**config.mk**
```make
export PLATFORM = sky130hd
export DESIGN_NAME = parking_occupancy_ctrl
export DESIGN_NICKNAME = d
export VERILOG_FILES = /design/src/rtl/parking_occupancy_ctrl.sv
export SDC_FILE = /design/constraint.sdc
export NUM_CORES = 1
export LEC_CHECK = 0
export CORE_MARGIN = 3
export CORE_UTILIZATION = 25
export CTS_BUF_LIST = sky130_fd_sc_hd__clkbuf_16
export CTS_CLUSTER_DIAMETER = 150
export DETAILED_ROUTE_END_ITERATION = 10
export HOLD_SLACK_MARGIN = 0.02
export PLACE_DENSITY_LB_ADDON = 0.25
export SYNTH_ARGS = -nofsm -noshare
export SYNTH_HDL_FRONTEND = slang
export SYNTH_SLANG_ARGS = --single-unit
```
**constraint.sdc**
```tcl
create_clock -name clk -period 5.1 [get_ports clk]
set_input_delay 0.765 -clock clk [delete_from_list [all_inputs] [get_ports clk]]
set_output_delay 0.765 -clock clk [all_outputs]
set_load 0.05 [all_outputs]
```
**src/rtl/parking_occupancy_ctrl.sv**
```systemverilog
// rtl/parking_occupancy_ctrl.sv - car-park occupancy counter with reserved-slot entry barrier FSM
// Optional barrier grant timeout enabled by defining PARK_TIMEOUT_EN.
module parking_occupancy_ctrl #(
    parameter int CAPACITY           = 3,
    parameter int CNT_W              = $clog2(CAPACITY + 1),
    parameter int ALMOST_FULL_MARGIN = 1,
    parameter int TIMEOUT_CYCLES     = 1000
) (
    input  logic             clk,
    input  logic             reset,
    input  logic             entry_req,
    input  logic             entry_pass,
    input  logic             exit_pass,
    input  logic             clr_err,
    output logic             gate_open,
    output logic             entry_reject,
    output logic             entry_timeout,
    output logic [CNT_W-1:0] cars_count,
    output logic [CNT_W-1:0] free_slots,
    output logic             Is_empty,
    output logic             Is_full,
    output logic             Is_almost_full,
    output logic             err_underflow,
    output logic             err_spurious
);

    typedef enum logic [1:0] {IDLE, OPEN, WAIT_CLR} state_t;

    localparam logic [CNT_W:0] CAP_EXT    = (CNT_W + 1)'(CAPACITY);
    localparam logic [CNT_W:0] MARGIN_EXT = (CNT_W + 1)'(ALMOST_FULL_MARGIN);

    state_t           r_state;
    state_t           w_state_next;
    logic [CNT_W-1:0] r_count;
    logic             r_gate_open;
    logic             r_reject;
    logic             r_timeout;
    logic             r_err_uf;
    logic             r_err_sp;

    logic             w_grant;
    logic             w_reject;
    logic             w_expire;
    logic             w_expire_cond;
    logic             w_inc;
    logic             w_dec;
    logic [CNT_W:0]   w_cnt_ext;
    logic [CNT_W:0]   w_free;
    logic [CNT_W:0]   w_room;
    logic [CNT_W:0]   w_next;
    logic             w_unused_next_msb;

    // The open gate doubles as the single reserved slot.
    assign w_cnt_ext = {1'b0, r_count};
    assign w_free    = CAP_EXT - w_cnt_ext - {{CNT_W{1'b0}}, r_gate_open};
    assign w_room    = CAP_EXT - w_cnt_ext;
    assign w_inc     = (r_state == OPEN) && entry_pass;
    assign w_dec     = exit_pass && ((w_cnt_ext + {{CNT_W{1'b0}}, w_inc}) != '0);
    assign w_next    = w_cnt_ext + {{CNT_W{1'b0}}, w_inc} - {{CNT_W{1'b0}}, w_dec};
    assign w_unused_next_msb = w_next[CNT_W];

`ifdef PARK_TIMEOUT_EN
    localparam int TMR_W = $clog2(TIMEOUT_CYCLES + 1);
    logic [TMR_W-1:0] r_tmr;

    // Gate stays open for exactly TIMEOUT_CYCLES cycles before withdrawal.
    assign w_expire_cond = (r_tmr == TMR_W'(TIMEOUT_CYCLES - 1));

    always_ff @(posedge clk) begin
        if (!reset) begin
            r_tmr <= '0;
        end else if (r_state == OPEN && w_state_next == OPEN) begin
            r_tmr <= r_tmr + 1'b1;
        end else begin
            r_tmr <= '0;
        end
    end
`else
    logic w_unused_tmo;
    assign w_expire_cond = 1'b0;
    assign w_unused_tmo  = (TIMEOUT_CYCLES > 0);
`endif

    always_comb begin
        w_state_next = r_state;
        w_grant      = 1'b0;
        w_reject     = 1'b0;
        w_expire     = 1'b0;
        case (r_state)
            IDLE: begin
                if (entry_req) begin
                    if (w_free != '0) begin
                        w_grant      = 1'b1;
                        w_state_next = OPEN;
                    end else begin
                        w_reject     = 1'b1;
                        w_state_next = WAIT_CLR;
                    end
                end
            end
            OPEN: begin
                if (entry_pass) begin
                    w_state_next = WAIT_CLR;
                end else if (w_expire_cond) begin
                    w_expire     = 1'b1;
                    w_state_next = WAIT_CLR;
                end
            end
            WAIT_CLR: begin
                if (!entry_req) w_state_next = IDLE;
            end
            default: w_state_next = IDLE;
        endcase
    end

    always_ff @(posedge clk) begin
        if (!reset) begin
            r_state     <= IDLE;
            r_count     <= '0;
            r_gate_open <= 1'b0;
            r_reject    <= 1'b0;
            r_timeout   <= 1'b0;
            r_err_uf    <= 1'b0;
            r_err_sp    <= 1'b0;
        end else begin
            r_state     <= w_state_next;
            r_count     <= w_next[CNT_W-1:0];
            r_gate_open <= w_grant || (r_gate_open && w_state_next == OPEN);
            r_reject    <= w_reject;
            r_timeout   <= w_expire;
            if (exit_pass && r_count == '0 && !w_inc) r_err_uf <= 1'b1;
            else if (clr_err)                        r_err_uf <= 1'b0;
            if (entry_pass && r_state != OPEN)       r_err_sp <= 1'b1;
            else if (clr_err)                        r_err_sp <= 1'b0;
        end
    end

    assign gate_open      = r_gate_open;
    assign entry_reject   = r_reject;
    assign entry_timeout  = r_timeout;
    assign cars_count     = r_count;
    assign free_slots     = w_free[CNT_W-1:0];
    assign Is_empty       = (r_count == '0);
    assign Is_full        = (w_cnt_ext == CAP_EXT);
    assign Is_almost_full = (w_room <= MARGIN_EXT);
    assign err_underflow  = r_err_uf;
    assign err_spurious   = r_err_sp;

endmodule
```
==> results.cfg <==
[detailed_routing]
via_per_inst = 4.49
totalWireLength_um = 805
vias = 346
drc = 0
ant_nets = 0
drt_pass1_iterations = 3
drt_iter0_drc = 8
wl_per_cell_um = 10.5

[timing]
timing.slew.headroom_pct = 66.7
fin_crit_ps = 2530
max_freq_ghz = 0.395
setup_viol = 0
hold_viol_final = 0
setup-tns-final_ps = 0
clock_skew_ps = 3.63
rsz0062_at_grt = false
slew_violations = 0
fin_ws_ps = 2570
worstMarginPinSlew_ps = 498
period_share_pct = 49.7

[worst_hold_path]
whs_endpoint = err_spurious
hold_path.class = register to register
hold_path_depth = 2
min_from = err_spurious

[placed_design]
dp_hpwl_um = 623
gp_congestion = 0.654
post-place-ws_ps = 2300
port_buffers = 16
placed_cell_area_um2 = 572

[clock_tree]
clk_latency_ps = 230
clock_sinks = 8
ctsResizeCount = 0
path_clk_slew_ps = 40
root_buffer = clkbuf_16
cts_buffers = 3
post_cts_buffers = 0
hold_buffers = 0
cts_tree = built
cts_buffer_depth = 2
h-tree-depth = 1

[worst_setup_path]
crit_arrival_ps = 2660
crit_fanout = 4
cp-start-kind = input pin
worstPathRequired_ps = 5230
ff2ff_path_depth = 8
reg2reg_from = r_state[1]
r2r_end = cars_count[1]
end_kind = register
r2r_slack_ps = 3190
worstSetupPathType = input pin to register

[floorplanning]
rows = 13
chipWidth_um = 46.2
core_um2 = 1400
ioPinCount = 18
initial_core_util_pct = 28.9
die-area_um2 = 2130
die_y_um = 46.2

[cells_and_area]
n_fill_cell = 134
final_cell_mix = clkdlybuf4s50_1, dfxtp_1, inv_1, nand2b_1, ha_1
nNetsFinal = 74
syn_to_final_growth_pct = 60.1
regArea_um2 = 160
antenna_cells = 0
multiInputGateArea_um2 = 218
final_common_cell = clkdlybuf4s50_1
drive_gt1_share_pct = 8.06
fin_area_um2 = 647

[outcome]
status = completed

[logic_synthesis]
yosys_warnings = 0
ys_types = 23
ys_seq_area_share_pct = 39.6
synth_fp_nets = 55
ys_ff_latch = 8
syn_area_um2 = 404
synth.avg_cell_area_um2 = 8.98
synthCells = 45

[global_route]
globalRouteOverflowTotal = 0
grtUsageTotal_pct = 10.0
grt_max_degree = 9
antenna_found_initial = 0
first_global_vias = 326
grt_pass1_wl_um = 1370

[power]
clockPowerShare_pct = 29.5
combinationalPowerShare_pct = 49.7
ir_worst_vdd_v = 0.000367
cellLeakagePower_nw = 0.276
swShare_pct = 42.5
p_switching_w = 0.000189
pwr-share-seq_pct = 20.7
power.density_nw_per_um2 = 688
p_int_w = 0.000256

[job]
max_cap_viol_count = 0
-- through the flow --
step / total power (W) / utilization (%) / hold slack, ps / instances
floorplan: 0.000247 / - / 483 / 45
global placement: 0.000314 / 40.9 / 475 / 74
detailed placement: 0.000318 / 40.9 / 481 / 74
CTS: 0.000453 / 46.2 / 489 / 77
global route: 0.000469 / 46.2 / 512 / 77
finish: 0.000445 / 46.2 / 481 / 77
-- layer usage --
layer / vias up / wire [µm] / GRT usage, % / share of wire (%)
li1: 183 / - / - / -
met1: 143 / 364 / 10.3 / 45
met2: 18 / 315 / 14.0 / 39
met3: 2 / 108 / 7.42 / 13
met4: 0 / 17 / 6.82 / 2.1
met5: - / 0 / 0 / 0
-- cell type report --
type                            count  share of cell area (%)
Multi-Input combinational cell     31                    33.7
Timing Repair Buffer               16                    24.8
Tap cell                           15                    2.90
Sequential cell                     8                    24.8
Clock buffer                        3                    11.6
Inverter                            4                    2.32
-- Yosys cell counts (all sizes together) --
| cell | count | area share, % |
|---|---|---|
| a21boi | 1 | 1.9 |
| a21oi | 3 | 3.7 |
| and2 | 3 | 5.0 |
| buf | 1 | 1.9 |
| clkbuf | 1 | 0.93 |
| conb | 1 | 0.93 |
| dfxtp | 8 | 40 |
| ha | 4 | 12 |
| inv | 4 | 3.7 |
| nand2 | 1 | 0.93 |
| nand2b | 4 | 6.2 |
| nand3 | 2 | 2.5 |
| nand3b | 3 | 5.6 |
| nor2 | 1 | 0.93 |
| nor2b | 1 | 1.5 |
| nor3 | 1 | 1.2 |
| o21ai | 3 | 4.6 |
| o31a | 1 | 2.2 |
| xnor2 | 1 | 2.2 |
| xor2 | 1 | 2.2 |
-- sequential cells by signal, summed over array words and instances, names as in the netlist --
name	count
err_spurious	1
entry_reject	1
gate_open	1
r_state	2
err_underflow	1
cars_count	2
-- worst max path at each step --
| stage | start | endpoint | slack, ps |
|---|---|---|---|
| after floorplan | cars_count[0] | free_slots[1] | 2730 |
| after global placement | entry_pass | cars_count[1] | 2350 |
| after detailed placement | entry_pass | cars_count[1] | 2300 |
| after CTS | entry_pass | cars_count[1] | 2550 |
| after global routing | entry_pass | cars_count[1] | 2430 |
| final | entry_pass | cars_count[1] | 2570 |
-- cells by family after synthesis --
logic type | count (synthesis) | synth area share [%]
XOR/XNOR | 2 | 4.34
AO/OA/AOI/OAI | 8 | 12.4
buffers and inverters | 6 | 6.50
flip-flops | 8 | 39.6
other | 1 | 0.928
adder cells (fa/ha/maj) | 4 | 12.4
AND/OR/NAND/NOR | 16 | 23.8
-- power groups by stage --
stage | clock, W | combinational, W | sequential (W)
6_report | 0.000131 | 0.000221 | 0.0000922
4_1_cts | 0.000136 | 0.000224 | 0.0000927
5_1_grt | 0.000139 | 0.000234 | 0.0000949
3_3_place_gp | 0 | 0.000221 | 0.0000934
3_5_place_dp | 0 | 0.000224 | 0.0000937
2_1_floorplan | 0 | 0.000119 | 0.000129
-- critical path: stages --
cell and delay, ps:
clkdlybuf4s50_1 440, nand3b_1 120, inv_1 80, ha_1 180, ha_1 300, o31a_1 300, ha_1 190, xor2_1 140
and2_1 140
Power figures use the tool's default switching activity.
